## src/rtl/intc_timer_pkg.sv

```systemverilog
// Shared constants for the interrupt controller: register addresses, source bit
// assignments and register-port widths.
package intc_timer_pkg;

  localparam int REG_W  = 32;
  localparam int ADDR_W = 2;

  localparam logic [ADDR_W-1:0] INTC_PENDING = 2'd0;
  localparam logic [ADDR_W-1:0] INTC_MASK    = 2'd1;
  localparam logic [ADDR_W-1:0] INTC_RELOAD  = 2'd2;
  localparam logic [ADDR_W-1:0] INTC_COUNT   = 2'd3;

  localparam int IRQ_TIMER   = 0;
  localparam int IRQ_PS2     = 1;
  localparam int IRQ_UART_RX = 2;

endpackage

```

## src/rtl/intc_timer_if.sv

```systemverilog
// Register access port of the interrupt controller; mem drives it as master.
// Strobes are single-cycle, read data returns one cycle after reg_ren.
interface intc_timer_if;

  logic                               reg_ren;
  logic                               reg_wen;
  logic [intc_timer_pkg::ADDR_W-1:0]  reg_addr;
  logic [intc_timer_pkg::REG_W-1:0]   reg_wdata;
  logic [intc_timer_pkg::REG_W-1:0]   reg_rdata;

  modport master (
    output reg_ren, reg_wen, reg_addr, reg_wdata,
    input  reg_rdata
  );

  modport slave (
    input  reg_ren, reg_wen, reg_addr, reg_wdata,
    output reg_rdata
  );

endinterface

```

## src/rtl/intc_timer_interval_timer.sv

```systemverilog
// Down-counting interval timer: fires a combinational 1-cycle pulse on the tick that reloads.
// Zero latency from tick to fire; never stalls, a COUNT write overrides the tick.
module intc_timer_interval_timer #(
  parameter int TIMER_W = 32
) (
  input  logic               clk,
  input  logic               rst_n,
  input  logic               i_tick_en,
  input  logic [TIMER_W-1:0] i_reload,
  input  logic               i_cnt_wen,
  input  logic [TIMER_W-1:0] i_cnt_wdat,
  output logic [TIMER_W-1:0] o_count,
  output logic               o_fire
);

  logic [TIMER_W-1:0] r_count;
  logic [TIMER_W-1:0] w_count_n;

  // A zero reload disables the timer; count==0 and count==1 both reload so the period equals reload.
  always_comb begin
    w_count_n = r_count;
    o_fire    = 1'b0;
    if (i_cnt_wen) begin
      w_count_n = i_cnt_wdat;
    end else if (i_tick_en && (i_reload != '0)) begin
      if (r_count <= TIMER_W'(1)) begin
        w_count_n = i_reload;
        o_fire    = 1'b1;
      end else begin
        w_count_n = r_count - TIMER_W'(1);
      end
    end
  end

  always_ff @(posedge clk or negedge rst_n) begin
    if (!rst_n) begin
      r_count <= '0;
    end else begin
      r_count <= w_count_n;
    end
  end

  assign o_count = r_count;

endmodule

```

## src/rtl/intc_timer.sv

```systemverilog
// Interrupt controller: edge-detected sources latch into PENDING, CPU sees pending & mask.
// Interrupts and read data are registered (1 cycle); register port always accepts.
module intc_timer
  import intc_timer_pkg::*;
#(
  parameter int              NSRC     = 16,
  parameter int              TIMER_W  = 32,
  parameter logic [NSRC-1:0] RST_MASK = '0
) (
  input  logic            clk,
  input  logic            rst_n,
  input  logic            i_tick_en,
  input  logic [NSRC-1:1] i_src,
  intc_timer_if.slave     bus,
  output logic [NSRC-1:0] o_interrupts
);

  logic [NSRC-1:1]    r_src_q;
  logic [NSRC-1:0]    r_pending;
  logic [NSRC-1:0]    r_mask;
  logic [TIMER_W-1:0] r_reload;
  logic [NSRC-1:0]    r_irq;
  logic [REG_W-1:0]   r_rdata;

  logic               w_wr_pend;
  logic               w_wr_mask;
  logic               w_wr_reload;
  logic               w_wr_count;
  logic               w_fire;
  logic [TIMER_W-1:0] w_count;
  logic [NSRC-1:0]    w_w1c;
  logic [NSRC-1:0]    w_event;
  logic [NSRC-1:0]    w_pending_n;
  logic [NSRC-1:0]    w_mask_n;
  logic [REG_W-1:0]   w_rd_dat;

  assign w_wr_pend   = bus.reg_wen && (bus.reg_addr == INTC_PENDING);
  assign w_wr_mask   = bus.reg_wen && (bus.reg_addr == INTC_MASK);
  assign w_wr_reload = bus.reg_wen && (bus.reg_addr == INTC_RELOAD);
  assign w_wr_count  = bus.reg_wen && (bus.reg_addr == INTC_COUNT);

  intc_timer_interval_timer #(
    .TIMER_W (TIMER_W)
  ) u_timer (
    .clk        (clk),
    .rst_n      (rst_n),
    .i_tick_en  (i_tick_en),
    .i_reload   (r_reload),
    .i_cnt_wen  (w_wr_count),
    .i_cnt_wdat (bus.reg_wdata[TIMER_W-1:0]),
    .o_count    (w_count),
    .o_fire     (w_fire)
  );

  // Set wins over W1C so an event arriving during a clear is never lost.
  always_comb begin
    w_event            = '0;
    w_event[NSRC-1:1]  = i_src & ~r_src_q;
    w_event[IRQ_TIMER] = w_fire;
    w_w1c              = w_wr_pend ? bus.reg_wdata[NSRC-1:0] : '0;
    w_pending_n        = (r_pending & ~w_w1c) | w_event;
    w_mask_n           = w_wr_mask ? bus.reg_wdata[NSRC-1:0] : r_mask;
  end

  always_comb begin
    w_rd_dat = '0;
    case (bus.reg_addr)
      INTC_PENDING: w_rd_dat = REG_W'(r_pending);
      INTC_MASK:    w_rd_dat = REG_W'(r_mask);
      INTC_RELOAD:  w_rd_dat = REG_W'(r_reload);
      INTC_COUNT:   w_rd_dat = REG_W'(w_count);
      default:      w_rd_dat = '0;
    endcase
  end

  always_ff @(posedge clk or negedge rst_n) begin
    if (!rst_n) begin
      r_src_q   <= '0;
      r_pending <= '0;
      r_mask    <= RST_MASK;
      r_reload  <= '0;
      r_irq     <= '0;
      r_rdata   <= '0;
    end else begin
      r_src_q   <= i_src;
      r_pending <= w_pending_n;
      r_mask    <= w_mask_n;
      r_irq     <= w_pending_n & w_mask_n;
      if (w_wr_reload) begin
        r_reload <= bus.reg_wdata[TIMER_W-1:0];
      end
      if (bus.reg_ren) begin
        r_rdata <= w_rd_dat;
      end
    end
  end

  assign bus.reg_rdata = r_rdata;
  assign o_interrupts  = r_irq;

endmodule

```

## src/flat_wrapper.sv

```systemverilog
// flat-port wrapper written by rule: the top's interface ports become plain ports
module intc_timer_flat import intc_timer_pkg::*;
#(
  parameter int              NSRC     = 16,
  parameter int              TIMER_W  = 32,
  parameter logic [NSRC-1:0] RST_MASK = '0
)
  (clk, rst_n, i_tick_en, i_src, o_interrupts, bus_reg_ren, bus_reg_wen, bus_reg_addr, bus_reg_wdata, bus_reg_rdata);
  intc_timer_if bus_i ();
  input  logic clk;
  input  logic rst_n;
  input  logic i_tick_en;
  input  logic [NSRC-1:1] i_src;
  output logic [NSRC-1:0] o_interrupts;
  input wire logic [$bits(bus_i.reg_ren)-1:0] bus_reg_ren;
  input wire logic [$bits(bus_i.reg_wen)-1:0] bus_reg_wen;
  input wire logic [$bits(bus_i.reg_addr)-1:0] bus_reg_addr;
  input wire logic [$bits(bus_i.reg_wdata)-1:0] bus_reg_wdata;
  output wire logic [$bits(bus_i.reg_rdata)-1:0] bus_reg_rdata;
  assign bus_i.reg_ren = bus_reg_ren;
  assign bus_i.reg_wen = bus_reg_wen;
  assign bus_i.reg_addr = bus_reg_addr;
  assign bus_i.reg_wdata = bus_reg_wdata;
  assign bus_reg_rdata = bus_i.reg_rdata;
  intc_timer #(.NSRC(NSRC), .TIMER_W(TIMER_W), .RST_MASK(RST_MASK)) u_core (.clk(clk), .rst_n(rst_n), .i_tick_en(i_tick_en), .i_src(i_src), .bus(bus_i), .o_interrupts(o_interrupts));
endmodule
```

## config.mk

```make
export PLATFORM = sky130hd
export DESIGN_NAME = intc_timer_flat
export DESIGN_NICKNAME = d
export VERILOG_FILES = /design/src/rtl/intc_timer_pkg.sv /design/src/rtl/intc_timer_if.sv /design/src/rtl/intc_timer_interval_timer.sv /design/src/rtl/intc_timer.sv /design/src/flat_wrapper.sv
export SDC_FILE = /design/constraint.sdc
export NUM_CORES = 1
export LEC_CHECK = 0
export CAP_MARGIN = 15
export CORE_ASPECT_RATIO = 0.8
export CORE_MARGIN = 4
export CORE_UTILIZATION = 45
export DETAILED_ROUTE_END_ITERATION = 8
export PLACE_DENSITY = 0.67
export SKIP_CTS_REPAIR_TIMING = 1
export SYNTH_ARGS = -nofsm -noshare
export SYNTH_HDL_FRONTEND = slang
export SYNTH_HIERARCHICAL = 1
export SYNTH_SLANG_ARGS = --single-unit
export TNS_END_PERCENT = 50
```

## constraint.sdc

```tcl
create_clock -name clk -period 7.15 [get_ports clk]
set_clock_uncertainty 0.2 [all_clocks]
set_input_delay 1.0725 -clock clk [delete_from_list [all_inputs] [get_ports clk]]
set_output_delay 1.0725 -clock clk [all_outputs]
set_load 0.03 [all_outputs]
```

==> tab_implementation.tex <==
\begin{tabular}{lr}
\hline
Metric & Value \\
\hline
\multicolumn{2}{l}{\textbf{Floorplanning}} \\
\quad Initial Utilization & 0.4596 \\
\quad Die area & 19960 um2 \\
\quad Floorplan Core Area & 17380 um2 \\
\quad I/O pin cnt & 102 \\
\quad Die span in x & 157.0 um \\
\quad Height of the chip & 127.2 um \\
\quad Number of standard-cell rows in the floorplan & 43 \\
\multicolumn{2}{l}{\textbf{Yosys}} \\
\quad Mapped cell area & 7988 um2 \\
\quad Post-Syn Nets & 774 \\
\quad Flops \& latches, synth & 159 \\
\quad Number of instances in the synthesized netlist & 718 \\
\quad Share of the yosys chip area belonging to registers & 0.4981 \\
\quad Portion of synthesized cell area occupied by the leading cell type & 0.4981 \\
\quad Flip-flop cell with the highest count after synthesis & sky130\_fd\_sc\_hd\_\_dfrtp\_1 \\
\quad Post-synth ARST share & 1.000 \\
\quad Count of yosys warnings during synthesis & 6 \\
\quad Yosys cell types & 68 \\
\quad EDFF count, synth & 0 \\
\quad Average footprint of a synthesized cell & 11.12 um2 \\
\quad Largest cells by area after synthesis & sky130\_fd\_sc\_hd\_\_dfrtp\_1, sky130\_fd\_sc\_hd\_\_mux2\_4, sky130\_fd\_sc\_hd\_\_mux2i\_1 \\
\quad Cell accounting for the most synthesized area & sky130\_fd\_sc\_hd\_\_dfrtp\_1 \\
\multicolumn{2}{l}{\textbf{STA}} \\
\quad Count of endpoints failing setup in the final report & 0 \\
\quad Post-route worst setup slack & 2428 ps \\
\quad Final critical path time including I/O delays and setup & 4722 ps \\
\quad Total negative setup slack & 0 ps \\
\quad Worst relative slew slack & 0.2842 \\
\quad RSZ-0062 raised after global routing & false \\
\quad FMAX & 0.2118 GHz \\
\quad Final worst-path cycle share & 0.6604 \\
\quad Worst Hold Slack & 331.5 ps \\
\quad Count of endpoints failing hold in the final timing report & 0 \\
\quad Final max-slew violation count & 0 \\
\quad Transition time of the tightest slew-check pin & 1070 ps \\
\multicolumn{2}{l}{\textbf{Finish}} \\
\quad Most used cells in the layout excluding fill and tap cells & sky130\_fd\_sc\_hd\_\_dfrtp\_1, sky130\_fd\_sc\_hd\_\_clkdlybuf4s50\_1, sky130\_fd\_sc\_hd\_\_a21oi\_1, sky130\_fd\_sc\_hd\_\_inv\_1, sky130\_fd\_sc\_hd\_\_nand2\_1 \\
\quad Synth-to-Final Area Change & 21.29\% \\
\quad Fraction of final layout cells with drive strength greater than 1 & 0.1585 \\
\quad Most common library cell in the layout ignoring fill and taps & sky130\_fd\_sc\_hd\_\_dfrtp\_1 \\
\quad Antenna Cells & 0 \\
\quad \# nets final & 859 \\
\multicolumn{2}{l}{\textbf{Critical path}} \\
\quad Maximum fanout along the worst path & 41 \\
\quad Cells along the critical path & buf\_2 > and3\_1 > buf\_4 > clkinv\_1 > nand2\_1 > o21ai\_0 > a22oi\_1 \\
\quad Reg-to-Reg Start & u\_core/u\_timer/o\_count[18] \\
\quad Required time of the critical path & 7270 ps \\
\quad Crit-path slowest cell & sky130\_fd\_sc\_hd\_\_nand2\_1 \\
\quad Reg-to-reg critical path endpoint & u\_core/u\_timer/o\_count[3] \\
\quad Setup crit start & bus\_reg\_addr[1] \\
\quad Critical path buffer and inverter count & 3 \\
\quad Slowest cell delay on critical path & 950 ps \\
\quad R2r worst-path depth & 7 \\
\quad Family of cells with the greatest summed delay on the critical path & buffers and inverters \\
\quad Data arrival time of the worst path & 4840 ps \\
\quad FF-to-FF setup slack & 3510 ps \\
\quad Sort of element at the end of the critical path & register \\
\quad Setup crit end & u\_core/u\_timer/o\_count[26] \\
\quad Kind of start point of the critical path & input port \\
\quad Stages on the worst setup path & 7 \\
\quad Critical path start-end classification & in2reg \\
\multicolumn{2}{l}{\textbf{Clock tree}} \\
\quad \# clock sinks & 159 \\
\quad Clock buffer depth & 2 \\
\quad Clock root buffer & sky130\_fd\_sc\_hd\_\_clkbuf\_16 \\
\quad Clock insertion delay at the later pin of the skew report & 430 ps \\
\quad Maximum level of the CTS H-tree & 4 \\
\quad Clock-pin slew of the registers on the worst-case setup and hold paths & 60 ps \\
\quad CTS tree & done \\
\quad TritonCTS buffer count & 17 \\
\multicolumn{2}{l}{\textbf{Routing}} \\
\quad Total via count in the routed design & 6121 \\
\quad Drt first-iter violations & 497 \\
\quad Pre-antenna DRT Iters & 6 \\
\quad Antenna violation net count after detailed routing & 0 \\
\quad Via density per instance & 5.891 \\
\quad Average routed wire per standard cell & 20.90 um \\
\quad Total length of routed wires & 21720 um \\
\quad Post-route DRC & 0 \\
\multicolumn{2}{l}{\textbf{Placed design}} \\
\quad Half-perimeter wire length after placement & 14420 um \\
\quad Setup WS pre-CTS & 2123 ps \\
\quad GP Congestion & 0.9308 \\
\quad Buffers on Ports & 101 \\
\multicolumn{2}{l}{\textbf{Min path}} \\
\quad Worst min-delay path class & reg2reg \\
\multicolumn{2}{l}{\textbf{Pwr}} \\
\quad Share of power burned in the clock network & 0.344 \\
\quad P\_int & 1.943 mW \\
\quad Part of the total power dissipated in sequential elements & 0.434 \\
\quad Net Sw Frac & 0.3036 \\
\quad Combinational fraction of design power & 0.223 \\
\quad Worst supply voltage drop on vdd & 136.8 uV \\
\quad Reported leakage power & 4.195 nW \\
\quad Power Dens Cells & 287.9 nW/um2 \\
\quad Switching component of the power & 0.8468 mW \\
\multicolumn{2}{l}{\textbf{Status}} \\
\quad Run status & finished clean \\
\multicolumn{2}{l}{\textbf{Global routing}} \\
\quad Antenna violations before repair & 0 \\
\quad Remaining Overflow, GRT & 0 \\
\quad Global-route wire length before repair & 35170 um \\
\quad Vias in the first global route & 6307 \\
\quad Largest net degree at the start of global routing & 89 \\
\quad GRT Util Overall & 0.2241 \\
\multicolumn{2}{l}{\textbf{Run}} \\
\quad Max-cap violations & 0 \\
\hline
\end{tabular}
[worst min-delay path by stage]
stage                                   from                        to  slack [ps]  depth (start not counted)
floorplan                u_core/r_pending[0]       u_core/r_pending[0]         280                          1
global placement            u_core/r_mask[3]          u_core/r_mask[3]         310                          1
detailed placement         u_core/r_mask[12]         u_core/r_mask[12]         310                          1
CTS                         u_core/r_mask[4]          u_core/r_mask[4]         330                          1
global route               u_core/r_mask[10]         u_core/r_mask[10]         340                          1
finish              u_core/bus.reg_rdata[21]  u_core/bus.reg_rdata[21]         330                          2
[sequential cells by signal, summed over array words and instances, names as in the netlist]
signal	count
u_core/r_src_q	15
u_core/bus.reg_rdata	32
u_core/o_interrupts	16
u_core/r_reload	32
u_core/r_mask	16
u_core/r_pending	16
u_core/u_timer/o_count	32
[power by group through the flow]
stage	Sequential, mW	Combinational, mW	Clock (mW)
after CTS	1.21	0.624	0.978
after global routing	1.23	0.672	1.02
final	1.21	0.621	0.959
after floorplan	1.26	0.321	0
after global placement	1.21	0.604	0
after detailed placement	1.22	0.618	0
[cell usage after synthesis, types with 4 or more instances]
master                      number
sky130_fd_sc_hd__a21boi_0       14
sky130_fd_sc_hd__nor2_1         34
sky130_fd_sc_hd__clkbuf_1       22
sky130_fd_sc_hd__a211o_1         7
sky130_fd_sc_hd__a21oi_1        44
sky130_fd_sc_hd__buf_2          10
sky130_fd_sc_hd__a2bb2oi_1       4
sky130_fd_sc_hd__nand4_1         6
sky130_fd_sc_hd__mux2i_1        34
sky130_fd_sc_hd__o21a_1         21
sky130_fd_sc_hd__dfrtp_1       159
sky130_fd_sc_hd__or4_1           7
sky130_fd_sc_hd__or2_2          10
sky130_fd_sc_hd__nor2b_1        15
sky130_fd_sc_hd__nor4_1         13
sky130_fd_sc_hd__mux2_4         40
sky130_fd_sc_hd__or3_1           8
sky130_fd_sc_hd__and3_1          4
sky130_fd_sc_hd__inv_1          41
sky130_fd_sc_hd__o22ai_1        19
sky130_fd_sc_hd__buf_6           4
sky130_fd_sc_hd__or2_1           9
sky130_fd_sc_hd__o221ai_1       18
sky130_fd_sc_hd__nand2_1        41
sky130_fd_sc_hd__nor3_1         17
sky130_fd_sc_hd__mux2_2         24
sky130_fd_sc_hd__o21ai_0        21
[cell type report]
| cell class | count | area, um2 |
|---|---|---|
| inverters | 42 | 157.7 |
| repair buffers | 107 | 1052 |
| clock inverters | 11 | 166.4 |
| clock buffers | 19 | 442.9 |
| multi-input cells | 476 | 3608 |
| fillers | 1485 | 7690 |
| flip-flops and latches | 159 | 3979 |
| well taps | 225 | 281.5 |
[tightest hold or removal path: stages, from the launching register on]
cell                      delay [ps]
sky130_fd_sc_hd__dfrtp_1         370
sky130_fd_sc_hd__inv_1            50
sky130_fd_sc_hd__o22ai_1          60
[per-layer routing]
metal,track usage,wire [um],up-vias
met2,0.3340,9639,217
met4,0.05969,286,0
met1,0.3343,10530,3085
met5,0,0,-
met3,0.04639,1260,27
li1,-,-,2792
[metrics by stage]
| stage | cells | util | cell area (um2) | total power, mW |
|---|---|---|---|---|
| after floorplan | 718 | - | 7988 | 1.577 |
| after global placement | 1009 | 0.5224 | 9079 | 1.816 |
| after detailed placement | 1009 | 0.5224 | 9079 | 1.838 |
| after CTS | 1039 | 0.5575 | 9688 | 2.808 |
| after global routing | 1039 | 0.5575 | 9688 | 2.923 |
| final | 1039 | 0.5575 | 9688 | 2.789 |
[cell families (layout without fill, tap and decap cells)]
logic type	count (synthesis)	after routing	synth area share
buffers and inverters	83	179	0.05138
adders and majority gates	2	2	0.003132
and+or+nand+nor	183	183	0.1269
AOI/OAI and AO/OA	187	187	0.1623
xor gates and xnor gates	6	6	0.006580
muxes	98	98	0.1516
DFF	159	159	0.4981
(Power assumes the default switching activity.)
